[config.mk]
export PLATFORM = sky130hd
export DESIGN_NAME = product_accumulator_4bits
export DESIGN_NICKNAME = d
export VERILOG_FILES = /design/src/rtl/product_accumulator_4bits.sv
export SDC_FILE = /design/constraint.sdc
export NUM_CORES = 1
export LEC_CHECK = 0
export BUFFER_PORTS_ARGS = -buffer_cell sky130_fd_sc_hd__buf_2
export CAP_MARGIN = 20
export CORE_AREA = 2 2 67 69
export DETAILED_ROUTE_END_ITERATION = 8
export DIE_AREA = 0 0 69 71
export GPL_TIMING_DRIVEN = 0
export PLACE_DENSITY = 0.91
export SETUP_SLACK_MARGIN = 0.3
export SYNTH_ARGS = -nofsm -noshare
export SYNTH_HDL_FRONTEND = slang
export SYNTH_SLANG_ARGS = --single-unit
[constraint.sdc]
create_clock -name clk -period 5.35 [get_ports clk]
set_clock_uncertainty 0.1 [all_clocks]
set_input_delay 1.07 -clock clk [delete_from_list [all_inputs] [get_ports clk]]
set_output_delay 1.07 -clock clk [all_outputs]
set_load 0.05 [all_outputs]
[src/rtl/product_accumulator_4bits.sv]
// product_accumulator_4bits
//   Back end of the 4-bit multiplier. It takes a stream of unsigned products
//   over a valid/ready handshake and adds len_cfg+1 of them into one frame sum.
//   The frame sum and a sticky overflow flag are presented over an output
//   valid/ready handshake.
//
//   Build option:
//     ACC_SATURATE_EN  defined   -> on overflow the accumulator clamps to all-ones
//                                   and stays there for the rest of the frame
//                      undefined -> the accumulator wraps modulo 2^ACC_WIDTH
//   In both builds overflow is sticky for the frame.
module product_accumulator_4bits #(
  parameter int PROD_WIDTH = 8,
  parameter int ACC_WIDTH  = 16,
  parameter int LEN_WIDTH  = 4
) (
  input  logic                  clk,
  input  logic                  reset,
  input  logic                  in_valid,
  output logic                  in_ready,
  input  logic [PROD_WIDTH-1:0] product,
  input  logic [LEN_WIDTH-1:0]  len_cfg,
  output logic                  out_valid,
  input  logic                  out_ready,
  output logic [ACC_WIDTH-1:0]  sum,
  output logic                  overflow,
  output logic                  busy
);

  typedef enum logic [1:0] {IDLE = 2'd0, ACCUM = 2'd1, DONE = 2'd2} state_t;

  state_t                 state;
  logic [ACC_WIDTH-1:0]   acc;
  logic                   acc_ovf;
  logic [LEN_WIDTH-1:0]   remaining;

  logic                   accept;
  logic [ACC_WIDTH-1:0]   prod_ext;
  logic [ACC_WIDTH:0]     add_full;
  logic [ACC_WIDTH-1:0]   acc_nxt;
  logic                   ovf_nxt;

  // Handshake strobes. in_ready/busy decode straight off the state register,
  // so in_ready is already high while reset is asserted.
  assign in_ready = (state != DONE);
  assign busy     = (state != IDLE);
  assign accept   = in_valid & in_ready;

  // Product zero-extended to accumulator width; the add is one bit wider so
  // the carry out of the accumulator range is visible as the overflow bit.
  assign prod_ext = ACC_WIDTH'(product);
  assign add_full = {1'b0, acc} + (ACC_WIDTH + 1)'(product);

  // Next accumulator value and sticky overflow for an accepted ACCUM beat.
  always_comb begin
    ovf_nxt = acc_ovf | add_full[ACC_WIDTH];
`ifdef ACC_SATURATE_EN
    // Once the frame has overflowed, hold the clamp even if later adds fit.
    acc_nxt = ovf_nxt ? {ACC_WIDTH{1'b1}} : add_full[ACC_WIDTH-1:0];
`else
    acc_nxt = add_full[ACC_WIDTH-1:0];
`endif
  end

  // Frame FSM: IDLE takes the first beat, ACCUM adds the rest, and DONE holds
  // the registered result until downstream takes it.
  always_ff @(posedge clk or posedge reset) begin
    if (reset) begin
      state     <= IDLE;
      acc       <= '0;
      acc_ovf   <= 1'b0;
      remaining <= '0;
      sum       <= '0;
      overflow  <= 1'b0;
      out_valid <= 1'b0;
    end else begin
      case (state)
        IDLE: begin
          if (accept) begin
            // len_cfg is only looked at here; later changes within the frame are ignored.
            acc       <= prod_ext;
            acc_ovf   <= 1'b0;
            remaining <= len_cfg;
            if (len_cfg == '0) begin
              state     <= DONE;
              sum       <= prod_ext;
              overflow  <= 1'b0;
              out_valid <= 1'b1;
            end else begin
              state <= ACCUM;
            end
          end
        end
        ACCUM: begin
          if (accept) begin
            acc       <= acc_nxt;
            acc_ovf   <= ovf_nxt;
            remaining <= remaining - LEN_WIDTH'(1);
            if (remaining == LEN_WIDTH'(1)) begin
              state     <= DONE;
              sum       <= acc_nxt;
              overflow  <= ovf_nxt;
              out_valid <= 1'b1;
            end
          end
        end
        DONE: begin
          // No beat is taken in this cycle. The next frame starts one cycle later, from IDLE.
          if (out_ready) begin
            state     <= IDLE;
            out_valid <= 1'b0;
          end
        end
        default: begin
          state     <= IDLE;
          out_valid <= 1'b0;
        end
      endcase
    end
  end

endmodule

=== Yosys cells after proc, flatten, opt, wreduce, memory -nomap -nowiden ===
Index checks and enable logic that the tools add are counted.

* Output and inout port bits: 20
* Bits in registers: 41
* Word-level logic and storage cells: 59

* Muxes and demuxes: 31
* Add/sub/neg operators: 2
* Bitwise gates (word level): 2
* Reductions and logical operators: 8
* Eq/ne operators: 9

{| class="wikitable"
|+ Operators by type and width
! kind !! number
|-
| $mux 16 || 6
|-
| $pmux 16 s2 || 2
|-
| $add 16x8->17 || 1
|-
| $ne 2x2->1 const B || 6
|-
| $mux 1 || 11
|-
| $mux 2 || 5
|-
| $reduce_and 5->1 || 2
|-
| $mux 4 || 2
|-
| $pmux 4 s2 || 1
|-
| $pmux 2 s3 || 1
|-
| $eq 4x1->1 const B || 1
|-
| $logic_not 4->1 || 1
|-
| $pmux 1 s2 || 2
|-
| $reduce_and 4->1 || 1
|-
| $reduce_bool 2->1 || 2
|-
| $sub 4x1->4 const B || 1
|-
| $pmux 1 s3 || 1
|-
| $reduce_and 3->1 || 1
|-
| $eq 2x1->1 const B || 1
|-
| $eq 2x2->1 const B || 1
|-
| $logic_not 2->1 || 1
|-
| $and 1x1->1 || 1
|-
| $or 1x1->1 || 1
|}

=== Longest topological paths before layout ===
Gate-level depths: netlist (run 1).

* Depth in word-level cells: 5
* Depth in mapped cells: 9
* Gate-level depth less buffers: 7

=== Least setup slack after synthesis (run 1) ===
No wires, ideal clock.

* Kind: input -> register
* Start point: input product[0]
* End point: register acc[14]
* Slack: 2.415 ns
* Buffers on the path: 0
* Setup time: 0.129 ns
* Required time: 5.121 ns
* Stages on the path: 7
* Arrival time: 2.706 ns
* Path through: ha_1 > fa_1 > a21o_1 > a221o_1 > a32oi_1 > or4_1 > nand3_1

* Longest elaborated chain between the ends: 3

{| class="wikitable"
|+ Ends and longest elaborated chain
! element !! RTL line !! source
|-
| start: declaration || 21 || <nowiki>input logic [PROD_WIDTH-1:0] product,</nowiki>
|-
| $add 16x8->17 || 52 || <nowiki>assign add_full = {1'b0, acc} + (ACC_WIDTH + 1)'(product);</nowiki>
|-
| $mux 16 || 95 || <nowiki>if (accept) begin</nowiki>
|-
| $pmux 16 s2 || 77 || <nowiki>case (state)</nowiki>
|-
| end signal: assignment || 81 || <nowiki>acc <= prod_ext;</nowiki>
|-
| end signal: assignment || 96 || <nowiki>acc <= acc_nxt;</nowiki>
|-
| end: declaration || 33 || <nowiki>logic [ACC_WIDTH-1:0] acc;</nowiki>
|}

No other way between the ends. The select of a mux whose other input is x is not followed.
A chain may end at the register's enable or synchronous reset.

=== Worst setup path after layout (run 1) ===
Same ends and word-level chain as after synthesis.

==> impl_metrics.ini, run 1 <==
[global_routing]
track_usage_pct = 24.70
grt_first_pass_wirelength_mm = 9.811
grt_max_degree = 42
overflow = 0
antenna_found_initial = 0
grt_pass1_vias = 2130

[floorplanning]
std_cell_rows = 24
core_mm2 = 0.004204
dieArea_mm2 = 0.004899
initial_core_util_pct = 58.01
die_y_um = 71
dieWidth_um = 69
io_pins = 36

[placement]
port_buffers = 35
placed_cell_area_mm2 = 0.002679
gp_congestion = 0.9608
dp_hpwl_mm = 4.225

[layout]
drive_gt1_share_pct = 16.29
syn_to_final_growth_pct = 14.62
fin_nets = 339
layout_commonest_cell = dfrtp_1
final_cell_mix = dfrtp_1 (41), buf_2 (40), nand2_1 (37)
fin_area_mm2 = 0.002795
num_antenna_cells = 0
post-route-util_pct = 66.49

[cts]
cts_sinks = 41
cts_setup_buffers = 0
post_cts_resized = 0
numCtsBuffers = 5
cts_max_level = 2
cts.clk_slew.worst_paths_ps = 80
cts_tree = yes
clk_latency_ps = 300
cts.path.max_buffers = 2
root_buffer = clkbuf_8
cts_hold_buf = 0

[critical_path]
path_class = primary input to flip-flop
critPathLaunchType = primary input
arrival_ps = 3080
end_kind = flip-flop
rr_endpoint = acc[14]
rr_startpoint = acc[0]
critical_path_peak_fanout = 5
rrSetupSlack_ps = 2850
crit_required_ps = 5430
reg2regPathDepth = 7

[yosys]
synth_cell_types = 48
asyncSetResetFlopFracSynth_pct = 100.0
ys_seq_elements = 41
ys_warn_count = 0
synth_area_leaders = dfrtp_1 (42%), nand2_1 (5.7%), ha_1 (5.1%)
synth_top_area_share_pct = 42.07
synth_nets = 297
synth_edf_count = 0
ys_seq_area_share_pct = 42.07
synthesis.area_mm2 = 0.002439
synth_top_area_cell = dfrtp_1
ys.flop_type = dfrtp_1
synth_cells = 270
syn_avg_cell_area_um2 = 9.032

[timing]
hold_viol = 0
fin_crit_ps = 2998
setup-tns-final_ps = 0
worst-slew-pin-transition_ps = 882.0
fmax_ghz = 0.3336
slew_headroom_pct = 41.12
grt_setup_unrepaired = no
fin_crit_sh_pct = 56.03
slew_viol_final = 0
setup_violations = 0

[drt]
drc = 0
drt_iter0_drc = 208
wl_mm = 5.813
vias = 2257
drt_first_pass_iters = 4
vias_per_cell = 6.184
antenna_left = 0
avgRoutedWirePerCell_um = 15.93

[power_and_ir_drop]
intPower_uw = 875.2
power.total_mw = 1.648
combPwrFrac_pct = 54.2
leakage_nw = 1.359
seqPwrFrac_pct = 30.0
ir_drop_v = 0.0003520
clkPwrFrac_pct = 15.9
pwr_density_cell_mw_per_mm2 = 589.5
switching_share_pct = 46.88
netSwitchingPower_uw = 772.5

[min_path]
min_path_type = flip-flop to flip-flop
worstHoldEndpoint = sum[14]
hold_depth = 2
hold_start = sum[14]

[outcome]
status = complete, no violations

[run]
drv_cap = 0
-- synth_stat cells, drive strengths merged, types with 4 or more instances --
| cell type | number |
|---|---|
| nand4 | 5 |
| a31oi | 5 |
| mux2i | 7 |
| and4 | 4 |
| nand3 | 15 |
| xnor2 | 6 |
| inv | 5 |
| clkbuf | 9 |
| nand2 | 37 |
| ha | 10 |
| and3 | 5 |
| o211ai | 5 |
| nor2 | 13 |
| dfrtp | 41 |
| a21oi | 5 |
| a21o | 4 |
| buf | 6 |
| o21ai | 35 |
| nand2b | 5 |
-- registers in the layout (all words and copies together) (netlist names) --
| name | flops |
|---|---|
| acc | 16 |
| sum | 16 |
| remaining | 4 |
| state | 2 |
| acc_ovf | 1 |
| out_valid | 1 |
| overflow | 1 |
-- metal layers --
metal	wire length, um	GRT usage [%]	up-vias
li1	-	-	1077
met1	2563	31.42	1094
met2	2859	41.67	78
met3	308	4.416	8
met4	81	10.68	0
met5	0	0	-
-- critical path, cell delays in order --
cell	delay [ps]
buf_2	110
ha_1	220
fa_1	410
a21o_1	230
a221o_1	340
a32oi_1	430
or4_1	180
nand3_1	80
-- kinds of logic (layout without fill, tap and decap cells) --
kind of cell	after synthesis	count (layout)	synth area share [%]
mux	7	7	2.873
compound gates	82	82	22.37
xor+xnor	6	6	2.155
buf+inv	20	63	3.489
flops	41	41	42.07
fa+ha+maj	11	11	5.952
simple gates	103	103	21.09
-- area by class of cell --
class | count | area, um2
clock inverters | 1 | 30.03
repair buffers | 35 | 175.2
clock buffers | 7 | 86.33
multi-input cells | 209 | 1328
fillers | 366 | 1409
flip-flops and latches | 41 | 1026
well taps | 52 | 65.06
inverters | 5 | 18.77
plain buffers | 15 | 66.31
-- metrics by stage --
step	setup WS [ps]	std cells	hold WS (ps)
floorplan	2415	270	353.8
global placement	2120	357	359.1
detailed placement	2084	357	363.8
CTS	2394	365	381.9
global route	2262	365	394.6
finish	2352	365	376.4
-- power by group through the flow --
| stage | combinational, mW | clock, mW | sequential (mW) |
|---|---|---|---|
| final | 0.893 | 0.262 | 0.494 |
| after global routing | 0.977 | 0.279 | 0.507 |
| after CTS | 0.886 | 0.266 | 0.493 |
| after detailed placement | 0.882 | 0 | 0.499 |
| after global placement | 0.851 | 0 | 0.492 |
| after floorplan | 0.532 | 0 | 0.648 |
-- worst max path at each step --
stage	startpoint	to	slack [ps]	cells after the start
3_3_place_gp	product[0]	sum[14]	2120	8
2_1_floorplan	product[0]	acc[14]	2420	7
6_report	product[0]	acc[14]	2350	8
3_5_place_dp	product[0]	acc[14]	2080	8
4_1_cts	product[0]	acc[14]	2390	8
5_1_grt	product[0]	acc[14]	2260	8
Power figures use the tool's default switching activity.
==> run 2, diff against run 1 <==
Settings changed: ABC_AREA set to 1, CORE_AREA 2 2 67 69 to 2 2 73 75, DIE_AREA 0 0 69 71 to 0 0 75 77, PLACE_DENSITY 0.91 to 0.83.
Clock period 5.35 ns to 2.5 ns, I/O delays scaled along.
==> impl_metrics.ini, run 2 <==
[outcome]
status = complete, no violations

[layout]
fillers = 465
top_regs = acc (16), sum (16), remaining (4)
drive_gt1_share_pct = 17.53
num_antenna_cells = 0
final_cell_mix = nand2_1 (137), dfrtp_1 (41), buf_2 (38)
post-route-util_pct = 58.55
fin_nets = 414
fin_area_mm2 = 0.002914
syn_to_final_growth_pct = 16.51
layout.cells.non_filler = 458
regArea_mm2 = 0.001026
layout_commonest_cell = nand2_1
multiInputGateArea_mm2 = 0.001296

[floorplanning]
core_mm2 = 0.004977
initial_core_util_pct = 50.25
die_y_um = 77
std_cell_rows = 26
dieWidth_um = 75
dieArea_mm2 = 0.005775
io_pins = 36

[placement]
gp_congestion = 0.8840
dp_hpwl_mm = 4.491
placed_cell_area_mm2 = 0.002764
dp_cells = 450
preCtsSetupSlack_ps = 66.48
port_buffers = 35

[critical_path]
max_stage_delay_ps = 400
critPathSlowestCell = dfrtp_1
crit_family = simple AND/OR/NAND/NOR gates
crit_buf_inv = 0
rrSetupSlack_ps = 440
path_class = flip-flop to flip-flop
cp_common_cell = nand2_1
arrival_ps = 2150
critPathLaunchType = flip-flop
path_cells = ha_2, fa_2, nand2_1, nand2_1, and2_2, nand2_2, nand2_4, or2_1, nand4_1, nand2_1
crit_required_ps = 2590
critical_path_peak_fanout = 6
end_kind = flip-flop

[run]
drv_cap = 0

[yosys]
synth_edf_count = 0
synth_top_area_cell = dfrtp_1
ys_seq_area_share_pct = 41.02
post-synth-top-count-cell = nand2_1
synth_cells = 345
asyncSetResetFlopFracSynth_pct = 100.0
ys_warn_count = 0
synth_top_area_share_pct = 41.02
syn_avg_cell_area_um2 = 7.250
synthesis.area_mm2 = 0.002501
synth.cells.most_frequent = nand2_1 (139), dfrtp_1 (41), inv_1 (31)
synth_cell_types = 35
ys.flop_type = dfrtp_1
synth_nets = 372
ys_seq_elements = 41
synth_area_leaders = dfrtp_1 (41%), nand2_1 (21%), nand3_1 (6.0%)

[drt]
avgRoutedWirePerCell_um = 13.60
antenna_left = 0
vias = 2386
drt_first_pass_iters = 4
drc = 0
vias_per_cell = 5.210
drt_iter0_drc = 148
wl_mm = 6.231

[cts]
cts_max_level = 2
numCtsBuffers = 5
cts_sinks = 41
root_buffer = clkbuf_8
cts.clk_slew.worst_paths_ps = 80
clk_latency_ps = 300
cts_hold_buf = 0
cts_tree = yes
cts.path.max_buffers = 2

[min_path]
min_path_type = primary input to asynchronous set/reset pin

[power_and_ir_drop]
pwr_density_cell_mw_per_mm2 = 1282
leakage_nw = 1.618
power.total_mw = 3.735
ir_drop_v = 0.0006165

[timing]
layout_setup_ws_ps = 440.9
grt_setup_unrepaired = no
hold_viol = 0
fmax_ghz = 0.4856
holdWs_ps = 267.5
fin_crit_sh_pct = 82.36
worst-slew-pin-transition_ps = 849.9
setup_violations = 0
fin_crit_ps = 2059
slew_viol_final = 0
setup-tns-final_ps = 0
slew_headroom_pct = 43.26

[global_routing]
grt_first_pass_wirelength_mm = 10.70
antenna_found_initial = 0
grt_max_degree = 42
track_usage_pct = 23.93
overflow = 0
grt_pass1_vias = 2296
-- run 2: cell types whose count changed after synthesis, sizes merged, moves of 6 or more --
| cell | change |
|---|---|
| inv | +29 |
| mux2i | -7 |
| o21ai | -24 |
| nand2 | +104 |
| nand4 | +13 |
| nand3 | +15 |
| clkbuf | -6 |
| nor2 | +6 |
-- run 2: cell families after synthesis --
| group | count (synthesis) | synth area share, % |
|---|---|---|
| compound gates | 26 | 6.403 |
| fa+ha+maj | 11 | 5.803 |
| simple gates | 221 | 38.27 |
| flops | 41 | 41.02 |
| xor+xnor | 2 | 0.7005 |
| buf+inv | 44 | 7.804 |
-- run 2: routing by layer --
layer	share of wire (%)	track usage (%)
met5	0	0
met2	48	37.46
met3	4.8	4.862
met1	46	32.85
met4	1.3	7.679
-- run 2: final cells by class --
class,instances,share of cell area [%]
buffer,9,1.932
clock buffer,5,2.362
clock inverter,3,2.233
inverter,35,4.766
multi-input combinational,260,44.48
sequential,41,35.21
tap,70,3.006
timing repair buffer,35,6.011
-- run 2: what timing repair did --
item,4_1_cts,5_1_grt
gates resized for setup,1,5
endpoints found under the setup margin,2,6
hold endpoints to repair,0,0
setup buffers,0,0
-- run 2: worst reg2reg max path: cells and delay by family, from the launching register on --
family	cells	cell delay (ps)
fa+ha+maj	2	540
simple gates	8	910
flops	1	400
-- run 2: path summary, 6_finish.rpt --
check                      startpoint         to  depth (start not counted)
min reg2reg                    sum[0]     sum[0]                          2
min                             reset  out_valid                          2
max reg2reg                    acc[0]     sum[8]                         10
max in group asynchronous       reset     acc[8]                          2
max                            acc[0]     sum[8]                         10
min in group clk            out_ready   state[1]                          2
-- run 2: report_power, final --
part | internal, mW | total (mW) | switching, mW
logic | 0.612 | 2.06 | 1.45
registers | 0.880 | 1.04 | 0.155
clock network | 0.397 | 0.640 | 0.244
==> run 3, diff against run 2 <==
Settings changed: CORE_AREA 2 2 73 75 to 2 2 70 72, DIE_AREA 0 0 75 77 to 0 0 72 74, PLACE_DENSITY 0.83 to 0.86.
Clock period 2.5 ns to 2.1 ns, I/O delays scaled along.
==> impl_metrics.ini, run 3 (synthesis results as in run 2) <==
[outcome]
status = complete, no violations

[critical_path]
crit_family = simple AND/OR/NAND/NOR gates
arrival_ps = 2090
crit_buf_inv = 1
critPathSlowestCell = dfrtp_1
end_kind = flip-flop
cp_common_cell = nand2_2
path_cells = ha_4, fa_2, nand2_2, nand2_2, buf_4, nand3b_1, nand2_2, nand2_2, nand3_2, nand4_1, nand2_1
critPathLaunchType = flip-flop
path_class = flip-flop to flip-flop
max_stage_delay_ps = 430
critical_path_peak_fanout = 2
crit_required_ps = 2190

[timing]
fin_crit_sh_pct = 95.30
slew_viol_final = 0
holdWs_ps = 202.1
setup_violations = 0
hold_viol = 0
slew_headroom_pct = 42.49
fin_crit_ps = 2001
worst-slew-pin-transition_ps = 861.4
grt_setup_unrepaired = yes
fmax_ghz = 0.4997

[cts]
cts_tree = yes
cts_hold_buf = 0
clk_latency_ps = 300
cts_max_level = 2
cts_sinks = 41
cts.path.max_buffers = 2
root_buffer = clkbuf_8
cts.clk_slew.worst_paths_ps = 80
numCtsBuffers = 5

[layout]
final_cell_mix = nand2_1 (126), dfrtp_1 (41), buf_2 (38)
layout_commonest_cell = nand2_1
fillers = 381
drive_gt1_share_pct = 26.13
layout.cells.non_filler = 452
post-route-util_pct = 67.62
multiInputGateArea_mm2 = 0.001461
num_antenna_cells = 0
top_regs = acc (16), sum (16), remaining (4)
fin_area_mm2 = 0.003109
syn_to_final_growth_pct = 24.31
fin_nets = 425
regArea_mm2 = 0.001026

[drt]
drt_first_pass_iters = 8
drc = 0
antenna_left = 0
vias_per_cell = 5.668
vias = 2562
wl_mm = 6.739
drt_iter0_drc = 280
avgRoutedWirePerCell_um = 14.91

[global_routing]
antenna_found_initial = 0
grt_pass1_vias = 2341
overflow = 0
track_usage_pct = 25.24
grt_first_pass_wirelength_mm = 10.44
grt_max_degree = 42

[run]
drv_cap = 0

[placement]
placed_cell_area_mm2 = 0.002766
dp_cells = 434
port_buffers = 35
gp_congestion = 0.9719
dp_hpwl_mm = 4.389

[floorplanning]
dieWidth_um = 72
std_cell_rows = 25
core_mm2 = 0.004598
initial_core_util_pct = 54.39
die_y_um = 74
dieArea_mm2 = 0.005328
io_pins = 36

[power_and_ir_drop]
leakage_nw = 1.681
ir_drop_v = 0.0008949
pwr_density_cell_mw_per_mm2 = 1510

[min_path]
min_path_type = primary input to asynchronous set/reset pin
-- run 3: cell types whose count changed in the layout (fill, tap and decap cells not counted), sizes merged --
cell / previous run / this run
buf: 41 / 52
inv: 34 / 33
clkbuf: 8 / 10
bufinv: 2 / 0
-- run 3: through the flow --
step	total power, mW	worst slack [ps]	TNS, ps
2_1_floorplan	3.082	201.9	0
3_3_place_gp	3.564	-33.56	-63.44
3_5_place_dp	3.655	-64.91	-128.8
4_1_cts	4.253	150.3	0
5_1_grt	5.034	-64.94	-90.30
6_report	4.695	98.79	0
-- run 3: layer usage --
| metal | global-route usage [%] | part of all wire (%) | up-vias |
|---|---|---|---|
| met2 | 43.62 | 48 | 131 |
| li1 | - | - | 1223 |
| met4 | 7.966 | 2.7 | 0 |
| met5 | 0 | 0 | - |
| met1 | 32.43 | 42 | 1183 |
| met3 | 4.743 | 7.4 | 25 |
-- run 3: path summary, 6_finish.rpt --
check | startpoint | endpoint | slack (ps) | cells past startpoint
setup / recovery | acc[0] | acc[14] | 100 | 11
hold / removal | reset | out_valid | 200 | 2
setup reg to reg | acc[0] | acc[14] | 100 | 11
hold reg to reg | sum[2] | sum[2] | 370 | 2
max in group asynchronous | reset | sum[0] | 1160 | 2
min in group clk | out_ready | state[1] | 200 | 2
-- run 3: layout make-up --
cell class,instances,share of cell area [%]
flip-flops and latches,41,33.00
inverters,35,4.547
repair buffers,46,8.692
plain buffers,9,1.811
clock buffers,7,2.777
multi-input cells,260,47.00
well taps,54,2.173
-- run 3: timing repair --
action | CTS | global route
pin swaps | 5 | 6
resized for setup | 6 | 27
setup endpoints to repair | 14 | 33
setup buffers | 2 | 9
hold endpoints to repair | 0 | 0
-- run 3: power breakdown --
group,switching [mW],internal (mW),total (mW)
Sequential,0.211,1.05,1.26
Combinational,1.90,1.01,2.91
Clock,0.267,0.261,0.528
Total,2.38,2.32,4.70
